### src/rtl/cordic_arbiter_if.sv
// Bundle of requester, CORDIC-side and result signals around the shared CORDIC arbiter.
// slave is the arbiter's view; master is the surrounding environment's view.
interface cordic_arbiter_if #(
    parameter int width = 16,
    parameter int nreq  = 2,
    parameter int idw   = $clog2(nreq)
);
    logic [nreq-1:0]       req_valid;
    logic [nreq-1:0]       req_ready;
    logic [nreq*width-1:0] req_x0;
    logic [nreq*width-1:0] req_y0;
    logic [nreq*width-1:0] req_z0;
    logic                  cor_en;
    logic [width-1:0]      cor_x0;
    logic [width-1:0]      cor_y0;
    logic [width-1:0]      cor_z0;
    logic [width:0]        cor_x;
    logic [width:0]        cor_y;
    logic [width-1:0]      cor_z;
    logic                  out_valid;
    logic                  out_ready;
    logic [idw-1:0]        out_id;
    logic [width:0]        out_x;
    logic [width:0]        out_y;
    logic [width-1:0]      out_z;
    logic                  busy;

    modport slave (
        input  req_valid, req_x0, req_y0, req_z0, cor_x, cor_y, cor_z, out_ready,
        output req_ready, cor_en, cor_x0, cor_y0, cor_z0,
        output out_valid, out_id, out_x, out_y, out_z, busy
    );

    modport master (
        output req_valid, req_x0, req_y0, req_z0, cor_x, cor_y, cor_z, out_ready,
        input  req_ready, cor_en, cor_x0, cor_y0, cor_z0,
        input  out_valid, out_id, out_x, out_y, out_z, busy
    );
endinterface

### src/rtl/cordic_arbiter.sv
// Round-robin arbiter sharing one pipelined CORDIC between nreq requesters, with a
// tag pipeline that returns each result to its owner; backpressure freezes the CORDIC.
module cordic_arbiter #(
    parameter int width   = 16,
    parameter int nreq    = 2,
    parameter int latency = width + 1,
    parameter int idw     = $clog2(nreq)
) (
    input  logic              clk,
    input  logic              reset,
    cordic_arbiter_if.slave   bus
);
    logic [idw-1:0]   ptr;
    logic [idw-1:0]   grant_idx;
    logic             grant_found;
    logic             accept;
    logic             cor_en;
    logic [nreq-1:0]  ready_vec;
    logic [width-1:0] op_x;
    logic [width-1:0] op_y;
    logic [width-1:0] op_z;

    // Stage 0 is loaded together with the operand registers; stages 1..latency track the
    // CORDIC's own pipeline, so stage latency lines up with cor_x/y/z.
    logic [latency:0] tag_valid;
    logic [idw-1:0]   tag_id [0:latency];

    assign cor_en = !(tag_valid[latency] && !bus.out_ready);
    assign accept = cor_en && grant_found;

    // Round-robin search starting one past the last granted requester.
    always_comb begin
        grant_found = 1'b0;
        grant_idx   = '0;
        for (int k = 1; k <= nreq; k++) begin
            if (!grant_found && bus.req_valid[(int'(ptr) + k) % nreq]) begin
                grant_found = 1'b1;
                grant_idx   = idw'((int'(ptr) + k) % nreq);
            end else begin
                grant_found = grant_found;
            end
        end
    end

    // One-hot accept strobe, gated by the CORDIC enable.
    always_comb begin
        ready_vec = '0;
        for (int i = 0; i < nreq; i++) begin
            if (cor_en && grant_found && (grant_idx == idw'(i))) begin
                ready_vec[i] = 1'b1;
            end else begin
                ready_vec[i] = 1'b0;
            end
        end
    end

    // Operand registers, pointer and tag pipeline; all frozen while the output stalls.
    always_ff @(posedge clk or posedge reset) begin
        if (reset) begin
            ptr       <= idw'(nreq - 1);
            op_x      <= '0;
            op_y      <= '0;
            op_z      <= '0;
            tag_valid <= '0;
            for (int k = 0; k <= latency; k++) begin
                tag_id[k] <= '0;
            end
        end else if (cor_en) begin
            if (accept) begin
                ptr  <= grant_idx;
                op_x <= bus.req_x0[int'(grant_idx)*width +: width];
                op_y <= bus.req_y0[int'(grant_idx)*width +: width];
                op_z <= bus.req_z0[int'(grant_idx)*width +: width];
            end
            tag_valid <= {tag_valid[latency-1:0], accept};
            tag_id[0] <= grant_idx;
            for (int k = 1; k <= latency; k++) begin
                tag_id[k] <= tag_id[k-1];
            end
        end
    end

    assign bus.req_ready = ready_vec;
    assign bus.cor_en    = cor_en;
    assign bus.cor_x0    = op_x;
    assign bus.cor_y0    = op_y;
    assign bus.cor_z0    = op_z;
    assign bus.out_valid = tag_valid[latency];
    assign bus.out_id    = tag_id[latency];
    assign bus.out_x     = bus.cor_x;
    assign bus.out_y     = bus.cor_y;
    assign bus.out_z     = bus.cor_z;
    assign bus.busy      = |tag_valid;
endmodule

### src/flat_wrapper.sv
// flat-port wrapper written by rule: the top's interface ports become plain ports
module cordic_arbiter_flat 
#(
    parameter int width   = 16,
    parameter int nreq    = 2,
    parameter int latency = width + 1,
    parameter int idw     = $clog2(nreq)
)
  (clk, reset, bus_req_valid, bus_req_x0, bus_req_y0, bus_req_z0, bus_cor_x, bus_cor_y, bus_cor_z, bus_out_ready, bus_req_ready, bus_cor_en, bus_cor_x0, bus_cor_y0, bus_cor_z0, bus_out_valid, bus_out_id, bus_out_x, bus_out_y, bus_out_z, bus_busy);
  cordic_arbiter_if #(.width(width), .nreq(nreq), .idw(idw)) bus_i ();
  input  logic clk;
  input  logic reset;
  input wire logic [$bits(bus_i.req_valid)-1:0] bus_req_valid;
  input wire logic [$bits(bus_i.req_x0)-1:0] bus_req_x0;
  input wire logic [$bits(bus_i.req_y0)-1:0] bus_req_y0;
  input wire logic [$bits(bus_i.req_z0)-1:0] bus_req_z0;
  input wire logic [$bits(bus_i.cor_x)-1:0] bus_cor_x;
  input wire logic [$bits(bus_i.cor_y)-1:0] bus_cor_y;
  input wire logic [$bits(bus_i.cor_z)-1:0] bus_cor_z;
  input wire logic [$bits(bus_i.out_ready)-1:0] bus_out_ready;
  output wire logic [$bits(bus_i.req_ready)-1:0] bus_req_ready;
  output wire logic [$bits(bus_i.cor_en)-1:0] bus_cor_en;
  output wire logic [$bits(bus_i.cor_x0)-1:0] bus_cor_x0;
  output wire logic [$bits(bus_i.cor_y0)-1:0] bus_cor_y0;
  output wire logic [$bits(bus_i.cor_z0)-1:0] bus_cor_z0;
  output wire logic [$bits(bus_i.out_valid)-1:0] bus_out_valid;
  output wire logic [$bits(bus_i.out_id)-1:0] bus_out_id;
  output wire logic [$bits(bus_i.out_x)-1:0] bus_out_x;
  output wire logic [$bits(bus_i.out_y)-1:0] bus_out_y;
  output wire logic [$bits(bus_i.out_z)-1:0] bus_out_z;
  output wire logic [$bits(bus_i.busy)-1:0] bus_busy;
  assign bus_i.req_valid = bus_req_valid;
  assign bus_i.req_x0 = bus_req_x0;
  assign bus_i.req_y0 = bus_req_y0;
  assign bus_i.req_z0 = bus_req_z0;
  assign bus_i.cor_x = bus_cor_x;
  assign bus_i.cor_y = bus_cor_y;
  assign bus_i.cor_z = bus_cor_z;
  assign bus_i.out_ready = bus_out_ready;
  assign bus_req_ready = bus_i.req_ready;
  assign bus_cor_en = bus_i.cor_en;
  assign bus_cor_x0 = bus_i.cor_x0;
  assign bus_cor_y0 = bus_i.cor_y0;
  assign bus_cor_z0 = bus_i.cor_z0;
  assign bus_out_valid = bus_i.out_valid;
  assign bus_out_id = bus_i.out_id;
  assign bus_out_x = bus_i.out_x;
  assign bus_out_y = bus_i.out_y;
  assign bus_out_z = bus_i.out_z;
  assign bus_busy = bus_i.busy;
  cordic_arbiter #(.width(width), .nreq(nreq), .latency(latency), .idw(idw)) u_core (.clk(clk), .reset(reset), .bus(bus_i));
endmodule
### config.mk
export PLATFORM = sky130hd
export DESIGN_NAME = cordic_arbiter_flat
export DESIGN_NICKNAME = d
export VERILOG_FILES = /design/src/rtl/cordic_arbiter_if.sv /design/src/rtl/cordic_arbiter.sv /design/src/flat_wrapper.sv
export SDC_FILE = /design/constraint.sdc
export NUM_CORES = 1
export LEC_CHECK = 0
export CAP_MARGIN = 20
export CORE_UTILIZATION = 37
export DETAILED_ROUTE_END_ITERATION = 10
export GPL_TIMING_DRIVEN = 1
export PLACE_DENSITY = 0.81
export SYNTH_ARGS = -nofsm -noshare
export SYNTH_HDL_FRONTEND = slang
export SYNTH_SLANG_ARGS = --single-unit
### constraint.sdc
create_clock -name clk -period 3.17 [get_ports clk]
set_clock_uncertainty 0.05 [all_clocks]
set_input_delay 0.634 -clock clk [delete_from_list [all_inputs] [get_ports clk]]
set_output_delay 0.634 -clock clk [all_outputs]
set_load 0.1 [all_outputs]
# Word level (Yosys, flattened, before mapping)
# Index checks and enable logic that the tools add are counted.
[op_classes]
n_shift = 3
bitwise_logic = 4
n_lt_le_gt_ge = 2
reduce_logical = 10
add_sub_neg = 2
mux = 12
[ops]
columns = ["cell", "n"]
rows = [
  ["variable part select 32 x 6 -> 16 bit", 3],
  ["OR reduction 18 bit", 1],
  ["two-way mux 1 bit", 12],
  ["less-than comparator 2 x 3 -> 1 bit (second input constant)", 2],
  ["logical AND 1 bit", 5],
  ["logical NOT 1 bit", 3],
  ["adder 1 bit (second input constant)", 2],
  ["AND 1 bit (first input constant)", 2],
  ["NOT 1 bit", 2],
  ["AND reduction 2 bit", 1],
]
[totals]
in_bits = 151
regBits = 85
out_inout_bits = 104

# Depth between registers and ports, before layout
[depth]
ltp_word = 12
ltp_mapped = 8
mapped_depth_nobuf = 4

# Least setup slack after synthesis
# OpenSTA, ideal clock, no wires.
[synth_timing]
path_type = "register to output"
from = "register u_core.tag_valid[17]"
to = "output port bus_req_ready[1]"
path_buffers = 1
path_slack_ps = -17
t_arrival_ps = 2503
required_time_ps = 2486
path_stages_with_launch = 4
path_cell_list = "dfrtp_1 > nor2b_1 > buf_4 > nor2_1"
[synth_via]
elab_chain_cells = 5
[synth_lines]
columns = ["item", "line", "source"]
rows = [
  ["from (decl)", "cordic_arbiter.sv:25", "logic [latency:0] tag_valid;"],
  ["from (signal assigned)", "cordic_arbiter.sv:75", "tag_valid <= {tag_valid[latency-1:0], accept};"],
  ["logical AND 1 bit", "cordic_arbiter.sv:28", "assign cor_en = !(tag_valid[latency] && !bus.out_ready);"],
  ["logical NOT 1 bit", "cordic_arbiter.sv:28", ""],
  ["logical AND 1 bit (2 in series)", "cordic_arbiter.sv:49", "if (cor_en && grant_found && (grant_idx == idw'(i))) begin"],
  ["two-way mux 1 bit", "cordic_arbiter.sv:49", ""],
  ["to (decl)", "flat_wrapper.sv:21", "output wire logic [$bits(bus_i.req_ready)-1:0] bus_req_ready;"],
]
# Every way passes these cells.

# Worst setup path in the final report
[layout_timing]
from = "register u_core.tag_valid[12]"
to = "output port bus_busy"
[layout_via]
elab_chain_cells = 1
[layout_lines]
columns = ["item", "line", "source"]
rows = [
  ["OR reduction 18 bit", "cordic_arbiter.sv:93", "assign bus.busy = |tag_valid;"],
  ["to (decl)", "flat_wrapper.sv:31", "output wire logic [$bits(bus_i.busy)-1:0] bus_busy;"],
]
# Every way passes these cells.

==> metrics.md <==
| Metric | Value |
|---|---|
| Status | complete, no violations |
| Max Fanout on Critical Path | 3 |
| Initial antenna violation count | 0 |
| Nets@finish | 653 |
| Fraction of registers with async set/reset | 1.00 |
| Hold depth | 2 |
| Pwr per Cell Area | 1030 nW/um2 |
| Slew margin rel. | 0.589 |
| Initial Util | 0.384 |
| Multi-input logic area | 1320 um2 |
| Clk root buf | clkbuf_8 |
| Vias | 3291 |
| ANT nets after route | 0 |
| # diodes | 0 |
| Number of cell rows | 37 |
| Yosys top cell area share | 0.525 |
| Fraction of layout cells with a size suffix above 1 | 0.172 |
| Syn nets | 557 |
| DP Area | 5160 um2 |
| Total Wirelength | 10500 um |
| R2R Setup Slk | 1.23 ns |
| Reg area | 2130 um2 |
| Simple-gate portion of the synthesized area | 0.195 |
| Req. time, crit path | 2.49 ns |
| Hold Path Class | register to register |
| Global-route wire length before repair | 16900 um |
| Drt drc | 0 |
| Final hold vios | 0 |
| GP Congestion | 0.802 |
| Fillers | 960 |
| Main flop type after synthesis | dfrtp_1 |
| Post-synth EDFFs | 0 |
| Core area | 10400 um2 |
| Critical Path Most Common Cell | or4_1 |
| Chip Width | 106 um |
| P_leak | 2.60 nW |
| CP arrival | 2.01 ns |
| Final Setup Violations | 0 |
| Crit. End Element | output port |
| Worst path bufs/invs | 1 |
| Tmin final | 2.70 ns |
| Startpoint Class | register |
| Clock sink count | 85 |
| RSZ-0062 raised after global routing | false |
| Htree depth | 3 |
| CTS tree | done |
| Crit-path max cell delay | 0.51 ns |
| Number of cells on the critical path | 3 |
| Fin Setup TNS | 0 ns |
| Hold Buf Count CTS | 0 |
| Worst Tran Pin Value | 0.616 ns |
| Vias per inst | 5.12 |
| Post-synthesis xor/xnor area fraction | 0 |
| Wirelength per Cell | 16.4 um |
| Die ar. | 11200 um2 |
| Pin count of the biggest net entering global routing | 54 |
| Skew-Pair Late Insertion Delay | 0.35 ns |
| Setup bufs post-CTS | 0 |
| CP Class | register to output port |
| Placed insts | 627 |
| Yosys reg bits | 85 |
| Area contributors post-synth | dfrtp_1 53%, nand2_1 12%, buf_4 9.9% |
| Unique masters post-synth | 26 |
| Yosys top cell by area | dfrtp_1 |
| Peak Freq | 0.371 GHz |
| Most common cell in the netlist | nand2_1 |
| Mux cell area share after synthesis | 0 |
| Cell Chain, Critical Path | or4_1 > or4_1 > buf_4 |
| Port buffer count | 154 |
| Global route overflow | 0 |
| Reg2Reg Depth | 4 |
| Cell family with most CP delay | simple AND/OR/NAND/NOR gates |
| GR Util All Layers | 0.193 |
| Area growth from synthesis to layout | 34.4% |
| Syn_area_per_cell | 9.85 um2 |
| Post-Syn Instances | 406 |
| Worst hold slack | 0.420 ns |
| Reg clk slew, reported paths | 0.09 ns |
| Synth Area in Adders | 0 |
| Post-synthesis sequential area ratio | 0.532 |
| TritonCTS buffer count | 9 |
| Post-Syn Area | 4000 um2 |
| Final cell count without fillers | 643 |
| MaxCap Viol Count | 0 |
| PostCTS Resize Cnt | 0 |
| IO Count | 255 |
| Slowest-stage cell, CP | or4_1 |
| Final HPWL DP | 7550 um |
| Drt initial violations | 195 |
| Vias in the first global route | 3316 |
| Worst-case clock buffer depth | 2 |
| Final instance area | 5380 um2 |
| Period utilisation layout | 0.851 |
| Synth warn | 0 |
| Final Max Tran Viols | 0 |
| Synth Area in Compound Gates | 0.132 |
| Largest family of logic cells by synthesized area | simple AND/OR/NAND/NOR gates |
| Maximum vdd drop | 0.000603 V |
| Die Ht | 106 um |
| Commonest cells in the netlist | 128 x nand2_1, 84 x dfrtp_1, 53 x buf_4, 35 x a221o_1, 35 x and3_1 |
| Drt pass-1 iters | 4 |
report_power, final:
part,internal (mW),switching [mW]
sequential,1.49,0.265
combinational,0.739,2.23
clock,0.412,0.399
total,2.64,2.89
metal layers:
layer,track usage,wire [um],part of all wire,vias to the layer above
met5,0,0,0,-
met4,0.0952,223,0.021,0
met3,0.0386,747,0.071,24
met2,0.310,5120,0.49,160
met1,0.247,4430,0.42,1572
li1,-,-,-,1535
tightest hold or removal path, delay by kind of cell (launching register included):
| kind | cells | cell delay [ns] |
|---|---|---|
| flip-flops | 1 | 0.35 |
| AND/OR/NAND/NOR | 2 | 0.10 |
path summary, 6_finish.rpt:
kind / start / end
hold / removal: u_core.tag_id[12] / u_core.tag_id[12]
max in group asynchronous: reset / u_core.ptr
setup / recovery: u_core.tag_valid[12] / bus_busy
hold reg to reg: u_core.tag_id[12] / u_core.tag_id[12]
setup reg to reg: u_core.ptr / u_core.bus.cor_y0[9]
min in group asynchronous: reset / u_core.bus.cor_x0[11]
logic make-up (layout without fill, tap and decap cells):
family	count (synthesis)	count (layout)
simple gates	175	175
flops	85	85
buf+inv	81	182
compound gates	65	65
registers in the layout, summed over array words and instances, names as in the netlist:
name,flops
u_core.bus.cor_z0,16
u_core.bus.out_id,1
u_core.ptr,1
u_core.tag_valid,18
u_core.bus.cor_x0,16
u_core.tag_id,17
u_core.bus.cor_y0,16
area by class of cell:
class | instances | share of cell area
clock buffer | 12 | 0.0289
timing repair buffer | 164 | 0.285
sequential | 85 | 0.396
tap | 136 | 0.0317
multi-input combinational | 240 | 0.246
inverter | 2 | 0.00209
clock inverter | 4 | 0.0102
layout by cell type, fill, tap and decap left out, types with 2 or more instances in the layout:
cell             count
a21o_1               2
a21oi_1             13
a221o_1             35
a31oi_1             13
and3_1              35
buf_12               4
buf_4               60
clkbuf_8            11
clkdlybuf4s50_1    100
dfrtp_1             84
nand2_1            128
nor4_1               3
or4_1                2
metrics by stage:
step	setup slack (ns)	util	total power, mW
final	0.473	0.516	5.53
after detailed placement	0.496	0.496	4.75
after global placement	0.522	0.496	4.70
after CTS	0.446	0.516	5.57
after floorplan	0.294	-	4.30
after global routing	0.405	0.516	5.78
(Power assumes the default switching activity.)
